===== config.mk =====
export PLATFORM = sky130hd
export DESIGN_NAME = dpe_tx_retry
export DESIGN_NICKNAME = d
export VERILOG_FILES = /design/src/rtl/dpe_pkg.sv /design/src/rtl/dpe_tx_retry.sv
export SDC_FILE = /design/constraint.sdc
export NUM_CORES = 1
export LEC_CHECK = 0
export ABC_AREA = 0
export BUFFER_PORTS_ARGS = -buffer_cell sky130_fd_sc_hd__buf_2
export CAP_MARGIN = 0
export CORE_MARGIN = 5
export CORE_UTILIZATION = 45
export DETAILED_ROUTE_END_ITERATION = 8
export PLACE_DENSITY_LB_ADDON = 0.08
export SYNTH_ARGS = -nofsm -noshare
export SYNTH_HDL_FRONTEND = slang
export SYNTH_SLANG_ARGS = --single-unit

===== constraint.sdc =====
create_clock -name clk -period 1.5 [get_ports clk]
set_clock_uncertainty 0.15 [all_clocks]
set_input_delay 0 -clock clk [delete_from_list [all_inputs] [get_ports clk]]
set_output_delay 0 -clock clk [all_outputs]
set_load 0.01 [all_outputs]

===== src/rtl/dpe_pkg.sv =====
// dpe_pkg: definitions shared by the USB PD protocol-layer blocks.
//   MSGID_W   - width of the MessageID counter.
//   RETRY_MAX - default nRetryCount (retransmissions after the first attempt).
//   state_t   - transmit controller states.
package dpe_pkg;

  localparam int MSGID_W   = 3;
  localparam int RETRY_MAX = 3;

  typedef enum logic [2:0] {
    IDLE,
    SEND,
    WAIT_END,
    WAIT_CRC,
    RETRY
  } state_t;

endpackage


===== src/rtl/dpe_tx_retry.sv =====
// dpe_tx_retry: protocol-layer transmit controller with GoodCRC retry.
// Starts a PHY transmission with the current MessageID, arms the external
// CRCReceiveTimer once the frame is out, and retransmits on timeout or PHY
// error until nRetryCount is exhausted.
// Ports:
//   clk, rst_n         clock, asynchronous active-low reset
//   prl_reset          synchronous protocol soft reset (highest priority)
//   tx_req             single-cycle send request from the policy engine
//   tx_busy            high while not idle
//   tx_done / tx_fail  one-cycle completion pulses
//   phy_tx_start       one-cycle transmit pulse to the PHY
//   phy_tx_msg_id      MessageID of the frame being sent
//   phy_tx_end/err     PHY frame finished / aborted
//   rx_goodcrc(_id)    GoodCRC received and its MessageID
//   tmr_start/stop     CRCReceiveTimer control pulses
//   tmr_timeout        CRCReceiveTimer expiry level
module dpe_tx_retry #(
  parameter int RETRY_MAX = dpe_pkg::RETRY_MAX,
  parameter int MSGID_W   = dpe_pkg::MSGID_W
) (
  input  logic               clk,
  input  logic               rst_n,
  input  logic               prl_reset,
  input  logic               tx_req,
  output logic               tx_busy,
  output logic               tx_done,
  output logic               tx_fail,
  output logic               phy_tx_start,
  output logic [MSGID_W-1:0] phy_tx_msg_id,
  input  logic               phy_tx_end,
  input  logic               phy_tx_err,
  input  logic               rx_goodcrc,
  input  logic [MSGID_W-1:0] rx_goodcrc_id,
  output logic               tmr_start,
  output logic               tmr_stop,
  input  logic               tmr_timeout
);
  import dpe_pkg::*;

  localparam int RC_W = (RETRY_MAX < 2) ? 1 : $clog2(RETRY_MAX + 1);

  state_t             state_reg, state_next;
  logic [MSGID_W-1:0] msg_id_reg, msg_id_next;
  logic [RC_W-1:0]    retry_reg, retry_next;
  logic               busy_reg, busy_next;
  logic               done_reg, done_next;
  logic               fail_reg, fail_next;
  logic               start_reg, start_next;
  logic               tmr_start_reg, tmr_start_next;
  logic               tmr_stop_reg, tmr_stop_next;

  always_ff @(posedge clk or negedge rst_n) begin
    if (!rst_n) begin
      state_reg     <= IDLE;
      msg_id_reg    <= '0;
      retry_reg     <= '0;
      busy_reg      <= 1'b0;
      done_reg      <= 1'b0;
      fail_reg      <= 1'b0;
      start_reg     <= 1'b0;
      tmr_start_reg <= 1'b0;
      tmr_stop_reg  <= 1'b0;
    end else begin
      state_reg     <= state_next;
      msg_id_reg    <= msg_id_next;
      retry_reg     <= retry_next;
      busy_reg      <= busy_next;
      done_reg      <= done_next;
      fail_reg      <= fail_next;
      start_reg     <= start_next;
      tmr_start_reg <= tmr_start_next;
      tmr_stop_reg  <= tmr_stop_next;
    end
  end

  // Every output pulse is decided on the transition that causes it, so it is
  // registered alongside the state and appears in the cycle after the event.
  always_comb begin
    state_next     = state_reg;
    msg_id_next    = msg_id_reg;
    retry_next     = retry_reg;
    done_next      = 1'b0;
    fail_next      = 1'b0;
    start_next     = 1'b0;
    tmr_start_next = 1'b0;
    tmr_stop_next  = 1'b0;

    case (state_reg)
      IDLE: begin
        if (tx_req) begin
          retry_next = '0;
          state_next = SEND;
          start_next = 1'b1;
        end
      end
      SEND: begin
        state_next = WAIT_END;
      end
      WAIT_END: begin
        // An aborted frame is retried even if the PHY also reported its end.
        if (phy_tx_err) begin
          state_next = RETRY;
        end else if (phy_tx_end) begin
          tmr_start_next = 1'b1;
          state_next     = WAIT_CRC;
        end
      end
      WAIT_CRC: begin
        // A matching GoodCRC beats a timeout seen in the same cycle.
        if (rx_goodcrc && (rx_goodcrc_id == msg_id_reg)) begin
          tmr_stop_next = 1'b1;
          done_next     = 1'b1;
          msg_id_next   = msg_id_reg + MSGID_W'(1);
          state_next    = IDLE;
        end else if (tmr_timeout) begin
          tmr_stop_next = 1'b1;
          state_next    = RETRY;
        end
      end
      RETRY: begin
        if (retry_reg < RC_W'(RETRY_MAX)) begin
          retry_next = retry_reg + RC_W'(1);
          start_next = 1'b1;
          state_next = SEND;
        end else begin
          fail_next   = 1'b1;
          msg_id_next = msg_id_reg + MSGID_W'(1);
          state_next  = IDLE;
        end
      end
      default: begin
        state_next = IDLE;
      end
    endcase

    // Soft reset drops any pending work; only a running timer is stopped.
    if (prl_reset) begin
      state_next     = IDLE;
      msg_id_next    = '0;
      retry_next     = '0;
      done_next      = 1'b0;
      fail_next      = 1'b0;
      start_next     = 1'b0;
      tmr_start_next = 1'b0;
      tmr_stop_next  = (state_reg == WAIT_CRC);
    end
  end

  assign busy_next = (state_next != IDLE);

  assign tx_busy       = busy_reg;
  assign tx_done       = done_reg;
  assign tx_fail       = fail_reg;
  assign phy_tx_start  = start_reg;
  assign phy_tx_msg_id = msg_id_reg;
  assign tmr_start     = tmr_start_reg;
  assign tmr_stop      = tmr_stop_reg;

endmodule

Word level (Yosys, flattened, before mapping)

Index checks and enable logic that the tools add are counted.

Bits in registers: 14
Latch bits: 0
RAM bits: 0
ROM bits: 0
Bits of input ports: 11
Word-level logic and storage cells: 62
Memories: 0

Add/subtract/negate cells: 2
Multipliers: 0
Divide/modulo/power cells: 0
Order comparisons: 1
Equal/unequal tests: 9
Shift-type cells: 0
Mux-type cells: 34
Bitwise gates (word level): 0
Reductions and logical operators: 7

Operators by type and width:

| operator                                      | count |
|---|---|
| two-way mux 3 bit                             | 9 |
| two-way mux 1 bit                             | 18 |
| one-hot mux 3 bit (5 select lines)            | 1 |
| != test 3 bit, second input constant          | 4 |
| nonzero test 3 bit                            | 3 |
| == test 3 x 2 -> 1 bit, second input constant | 2 |
| two-way mux 2 bit                             | 3 |
| one-hot mux 3 bit (2 select lines)            | 1 |
| AND reduction 3 bit                           | 2 |
| one-hot mux 2 bit (2 select lines)            | 1 |
| adder 3 x 1 -> 3 bit, second input constant   | 1 |
| == test 3 x 1 -> 1 bit, second input constant | 1 |
| == test 3 bit                                 | 1 |
| == test 3 bit, second input constant          | 1 |
| logical NOT 3 bit                             | 1 |
| adder 2 x 1 -> 2 bit, second input constant   | 1 |
| < comparator 2 bit, second input constant     | 1 |
| one-hot mux 1 bit (2 select lines)            | 1 |
| logical AND 1 bit                             | 1 |

Depth between registers and ports, before layout

Gate-level depths: netlist (run 1).

Word-level depth: 6
Gate-level depth with buffers: 5
Depth with buffers taken out: 5

Worst setup path before layout (run 1)

Ideal clock, no wire load.

Kind: register -> register
Start point: reg msg_id_reg[1] (netlist: phy_tx_msg_id[1])
End point: reg msg_id_reg[0] (netlist: phy_tx_msg_id[0])
Arrival: 1.411 ns
Required time: 1.225 ns
Setup slack: -0.186 ns
Stages on the path, launching flop included: 6
Path buffers: 1
Cells stage by stage: dfrtp_1 xnor2_1 and4_1 buf_6 a21boi_1 mux2_2

Longest elaborated chain between the ends: 4

Ends and longest elaborated chain:

| item                          | RTL line            | source |
|---|---|---|
| from (decl)                   | dpe_tx_retry.sv:43  | `logic [MSGID_W-1:0] msg_id_reg, msg_id_next;` |
| from (signal assigned)        | dpe_tx_retry.sv:65  | `msg_id_reg <= msg_id_next;` |
| == test 3 bit                 | dpe_tx_retry.sv:110 | `if (rx_goodcrc && (rx_goodcrc_id == msg_id_reg)) begin` |
| logical AND 1 bit             | dpe_tx_retry.sv:110 |  |
| != test 3 bit (no line)       | n/a                 |  |
| AND reduction 3 bit (no line) | n/a                 |  |

Every way passes these cells.
A chain may end at the register's enable or synchronous reset.

Worst setup path after layout (run 1)

Start point: reg msg_id_reg[0] (netlist: phy_tx_msg_id[0])
End point: reg state_reg[1]

Longest elaborated chain between the ends: 5

Ends and longest elaborated chain:

| item                               | RTL line            | source |
|---|---|---|
| == test 3 bit                      | dpe_tx_retry.sv:110 |  |
| logical AND 1 bit                  | dpe_tx_retry.sv:110 |  |
| two-way mux 3 bit                  | dpe_tx_retry.sv:110 |  |
| one-hot mux 3 bit (5 select lines) | dpe_tx_retry.sv:88  | `case (state_reg)` |
| two-way mux 3 bit                  | dpe_tx_retry.sv:137 | `if (prl_reset) begin` |
| named net state_next[1]            | dpe_tx_retry.sv:42  | `state_t state_reg, state_next;` |
| to (signal assigned)               | dpe_tx_retry.sv:64  | `state_reg <= state_next;` |
| to (decl)                          | dpe_tx_retry.sv:42  |  |

The timed path passes the listed nets, and every way through them passes these cells.

==> impl_metrics.yaml, run 1 <==
drt:
  drt-pass1-iter-count: 4
  drt-wirelength-per-cell_um: 13.6
  detail-route-antenna-nets: 0
  post-route-drc-count: 0
  num_vias: 687
  drtIter0Drc: 6
  route.final.wire_length_um: 1800
  vias_per_cell: 5.20
finish:
  fin_cells: 132
  layout.nets: 130
  area_growth_pct: 48.4
  multi_input_area_um2: 419
  fin_util_pct: 72.2
  final_layout_size_suffix_gt1_share_pct: 49.1
  regArea_um2: 353
  antenna_cells: 0
  n_fill_cell: 125
logic_synthesis:
  ys_seq_elements: 14
  synth_most_common_cell: "dfrtp_1"
  synthCells: 75
  seq_area_frac_synth_pct: 46.7
  synthFlopType: "dfrtp_1"
  synth_common_cells: "dfrtp_1, nor2_1, nand2_1, clkbuf_1"
  synth_area_leader_cell: "dfrtp_1"
  synth.avg_cell_area_um2: 9.99
  yosysUniqueCellTypes: 34
  netlist_area_um2: 749
  yosys-top-cells-area: "dfrtp_1, nor2_1, xnor2_1, ha_1, a21o_1"
  synth_top_cell_area_share_pct: 46.7
  synth_edf_count: 0
  async_reset_ff_share_pct: 100
  yosysWarnings: 0
  synth_nets: 88
clocking:
  cts_max_level: 1
  cts_buffer_depth: 2
  cts_made_buffers: 3
  clk_latency_ns: 0.28
  clock_sinks: 14
  clk_pin_slew_ns: 0.09
  cts_root_buf: "clkbuf_4"
  cts_tree: "built"
worst_setup_path:
  worstReg2RegStart: "phy_tx_msg_id[0]"
  crit_path_start: "phy_tx_msg_id[0]"
  rrSetupSlack_ns: -0.05
  regToRegEndpoint: "state_reg[1]"
  slowest_delay_ns: 0.49
  worstSetupStartpointType: "flop"
  arrival_ns: 1.61
  worstPathRequired_ns: 1.56
  path_max_fanout: 3
  cp.depth: 4
  cp_top_family: "simple AND/OR/NAND/NOR gates"
  cp_cell_sequence: "xnor2_1 > and4_4 > or4_4 > o21ai_2"
  cp_num_buf_inv: 0
  crit_type: "reg2reg"
  endpoint_kind: "flop"
  slowest_stage: "or4_4"
  endpoint: "state_reg[1]"
  r2r_cells: 4
sta:
  slew_headroom_pct: 57.5
  tightest_slew_ns: 0.635
  setup_slack_ns: -0.0470
  period_needed_ns: 1.55
  fmax_mhz: 646
  slew_violations: 0
  setup_viol: 4
  rsz0062_at_grt: "true"
  hold_violations: 0
  layout_worst_path_cycle_share_pct: 103
place:
  dp_hpwl_um: 1170
  gp_congestion: 0.738
  place_inst: 118
  portBuffers: 19
global_routing:
  grt_pass1_wl_um: 2880
  grt_pass1_vias: 681
  grtUsageMet2_pct: 22.5
  grt_busiest_layer: "met2"
  use_met1_pct: 18.4
  grt_max_degree: 18
  grt_antenna_before_repair: 0
  grt.total_usage_pct: 14.3
  overflow: 0
  grt_use_met3_pct: 2.91
die:
  core_area_um2: 1540
  pin_count: 20
  fp.dieW_um: 50.8
  start_util_pct: 48.6
  rows: 14
  die_y_um: 50.8
  die_area_um2: 2580
power:
  p_int_uw: 601
  power_frac_seq_pct: 49.7
  power_switching_share_pct: 27.3
  vdd_ir_drop_max_v: 0.000473
  p_per_area_nw_per_um2: 742
  clkPwrFrac_pct: 27.7
  power_frac_comb_pct: 22.6
  leakage_uw: 0.000557
  switching_power_uw: 225
run_status:
  violations: "negative setup slack"
  outcome: "complete, but fails checks"
hold_path:
  hp-class: "in2reg"
job:
  maxCapViolations: 0
## power groups by stage
| stage | Clock, uW | Combinational [uW] | Sequential, uW |
|---|---|---|---|
| floorplan | 0 | 81.9 | 417 |
| global placement | 0 | 150 | 416 |
| detailed placement | 0 | 152 | 416 |
| CTS | 242 | 174 | 409 |
| global route | 254 | 206 | 413 |
| finish | 229 | 187 | 410 |
## cells in the final DEF (no fill, tap or decap), types with 3 or more instances in the layout
cell type,n
dlygate4sd3_1,6
nand2_1,4
xnor2_1,3
dfrtp_1,12
clkbuf_4,3
nor2_1,9
a21o_1,3
inv_1,3
buf_2,19
buf_4,17
## repair_timing
item                                    4_1_cts  5_1_grt
setup buffers                                 0        4
gates resized for setup                       6        6
hold buffers                                  6        0
endpoints found under the hold margin        24        0
pin swaps                                     3        6
endpoints found under the setup margin        6        9
## through the flow
| step | area, um2 | hold slack [ns] | setup slack [ns] | setup TNS, ns | total power [uW] |
|---|---|---|---|---|---|
| after floorplan | 757 | -0.446 | -0.130 | -0.417 | 498 |
| after global placement | 943 | -0.240 | -0.0368 | -0.0640 | 566 |
| after detailed placement | 943 | -0.241 | -0.0933 | -0.213 | 568 |
| after CTS | 1060 | 0.00877 | -0.0606 | -0.102 | 825 |
| after global routing | 1110 | 0.0674 | -0.0973 | -0.618 | 873 |
| final | 1110 | 0.0489 | -0.0470 | -0.133 | 826 |
## final cells by class
cell class	instances	area share, %
Inverter	3	1.01
Timing Repair Buffer	42	25.4
Multi-Input combinational cell	53	37.7
Tap cell	16	1.80
Sequential cell	14	31.7
Clock buffer	4	2.36
## worst min-delay path by stage
stage | startpoint | endpoint | cells past startpoint
3_3_place_gp | rst_n | phy_tx_start | 1
3_5_place_dp | rst_n | tx_busy | 1
4_1_cts | tx_req | retry_reg[1] | 4
2_1_floorplan | rst_n | phy_tx_msg_id[0] | 0
5_1_grt | tx_req | retry_reg[1] | 5
6_report | tx_req | retry_reg[1] | 5
## layer usage
metal	vias up	share of wire [%]
li1	346	-
met1	320	43
met2	15	50
met3	6	4.8
met4	0	2.3
met5	-	0
## cells by family after synthesis
| kind of cell | after synthesis | synth area share (%) |
|---|---|---|
| mux | 3 | 4.17 |
| xor+xnor | 3 | 3.51 |
| buf+inv | 8 | 5.01 |
| compound gates | 12 | 11.4 |
| fa+ha+maj | 2 | 3.34 |
| flops | 14 | 46.7 |
| simple gates | 33 | 25.9 |
## worst register-to-register path: cells and delay by family (launching register included)
family	cells	cell delay, ns
and+or+nand+nor	2	0.69
xor gates and xnor gates	1	0.13
AOI/OAI and AO/OA	1	0.07
DFF	1	0.43
Power figures use the tool's default switching activity.
==> inputs of run 2 (changes only) <==
MAX_ROUTING_LAYER = met4   (was unset)
==> impl_metrics.yaml, run 2 (synthesized netlist as in run 1, its figures left out) <==
run_status:
  outcome: "complete, but fails checks"
  violations: "negative setup slack"
clocking:
  clk_latency_ns: 0.28
  cts_buffer_depth: 2
  cts_root_buf: "clkbuf_4"
  cts_max_level: 1
  cts_made_buffers: 3
  clock_sinks: 14
  clk_pin_slew_ns: 0.09
  cts_tree: "built"
die:
  die_area_um2: 2580
  start_util_pct: 48.6
  core_area_um2: 1540
  pin_count: 20
  fp.dieW_um: 50.8
  die_y_um: 50.8
  rows: 14
drt:
  drt-pass1-iter-count: 4
  post-route-drc-count: 0
  detail-route-antenna-nets: 0
  drt-wirelength-per-cell_um: 13.6
  route.final.wire_length_um: 1800
  num_vias: 687
  vias_per_cell: 5.20
  drtIter0Drc: 6
sta:
  setup_slack_ns: -0.0469
  whs_ns: 0.0489
  rsz0062_at_grt: "true"
  slew_violations: 0
  setup_tns_ns: -0.133
  fmax_mhz: 646
  hold_violations: 0
  layout_worst_path_cycle_share_pct: 103
  period_needed_ns: 1.55
  setup_viol: 4
  tightest_slew_ns: 0.635
  slew_headroom_pct: 57.5
power:
  clkPwrFrac_pct: 27.7
  power_frac_comb_pct: 22.6
  vdd_ir_drop_max_v: 0.000473
  p_per_area_nw_per_um2: 742
  power_switching_share_pct: 27.3
  p_int_uw: 601
  switching_power_uw: 225
  power_frac_seq_pct: 49.7
  leakage_uw: 0.000557
place:
  placed_cell_area_um2: 943
  place_inst: 118
  dp_hpwl_um: 1170
  gp_congestion: 0.747
  portBuffers: 19
finish:
  layout.nets: 130
  antenna_cells: 0
  fin_util_pct: 72.2
  final_common_cell: "buf_2"
  n_fill_cell: 125
  layout_common_cells: "buf_2, buf_4, dfrtp_1"
  fin_cells: 132
  area_growth_pct: 48.4
  design_area_um2: 1110
  final_layout_size_suffix_gt1_share_pct: 49.1
global_routing:
  overflow: 0
  grt_antenna_before_repair: 0
  grt_pass1_wl_um: 2880
  grt.total_usage_pct: 14.8
  grt_max_degree: 18
  grt_pass1_vias: 681
hold_path:
  hold_path_depth: 5
  hp-class: "in2reg"
  min_from: "tx_req"
  min_to: "retry_reg[1]"
worst_setup_path:
  worstSetupStartpointType: "flop"
  slowest_stage: "or4_4"
  slowest_delay_ns: 0.49
  regToRegEndpoint: "state_reg[1]"
  path_max_fanout: 3
  crit_type: "reg2reg"
  worstPathRequired_ns: 1.56
  cp_top_family: "simple AND/OR/NAND/NOR gates"
  worstReg2RegStart: "phy_tx_msg_id[0]"
  cp_cell_sequence: "xnor2_1 > and4_4 > or4_4 > o21ai_2"
  r2r_cells: 4
  arrival_ns: 1.61
  endpoint_kind: "flop"
  rrSetupSlack_ns: -0.05
  cp_num_buf_inv: 0
job:
  maxCapViolations: 0
[run 2: power groups by stage]
stage / logic (uW) / clock network (uW) / registers (uW)
floorplan: 81.9 / 0 / 417
global placement: 150 / 0 / 416
detailed placement: 152 / 0 / 416
CTS: 174 / 242 / 409
global route: 206 / 254 / 413
finish: 187 / 229 / 410
[run 2: how the worst max path moves through the flow]
stage | cells past startpoint | start | end | slack [ns]
CTS | 4 | phy_tx_msg_id[0] | state_reg[1] | -0.06
detailed placement | 5 | phy_tx_msg_id[0] | state_reg[2] | -0.09
floorplan | 5 | phy_tx_msg_id[2] | state_reg[1] | -0.13
global placement | 4 | phy_tx_msg_id[0] | state_reg[1] | -0.04
global route | 4 | state_reg[2] | phy_tx_msg_id[0] | -0.1
finish | 4 | phy_tx_msg_id[0] | state_reg[1] | -0.05
[run 2: through the flow]
stage,setup WS (ns),total power (uW)
finish,-0.0469,826
global route,-0.0973,873
detailed placement,-0.0933,568
CTS,-0.0606,825
floorplan,-0.130,498
global placement,-0.0368,566
[run 2: area by class of cell]
cell class,instances,area (um2),share of cell area [%]
Multi-Input combinational cell,53,419,37.7
Sequential cell,14,353,31.7
Timing Repair Buffer,42,283,25.4
Clock buffer,4,26.3,2.36
Tap cell,16,20.0,1.80
Inverter,3,11.3,1.01
[run 2: per-layer routing]
| metal | GRT usage, % | part of all wire, % | vias up |
|---|---|---|---|
| li1 | - | - | 346 |
| met5 | - | 0 | - |
| met4 | 7.66 | 2.3 | 0 |
| met3 | 2.62 | 4.4 | 6 |
| met2 | 22.5 | 50 | 15 |
| met1 | 18.6 | 43 | 320 |
[run 2: worst reg2reg max path: cells and delay by family (launching register included)]
family           cells  cell delay [ns]
XOR/XNOR             1             0.13
AO/OA/AOI/OAI        1             0.07
AND/OR/NAND/NOR      2             0.69
flip-flops           1             0.43
[run 2: repair_timing]
action,4_1_cts,5_1_grt
resized for setup,6,6
gates cloned,0,0
setup buffers,0,4
hold buffers,6,0
pin swaps,3,6
setup endpoints to repair,6,9
endpoints found under the hold margin,24,0
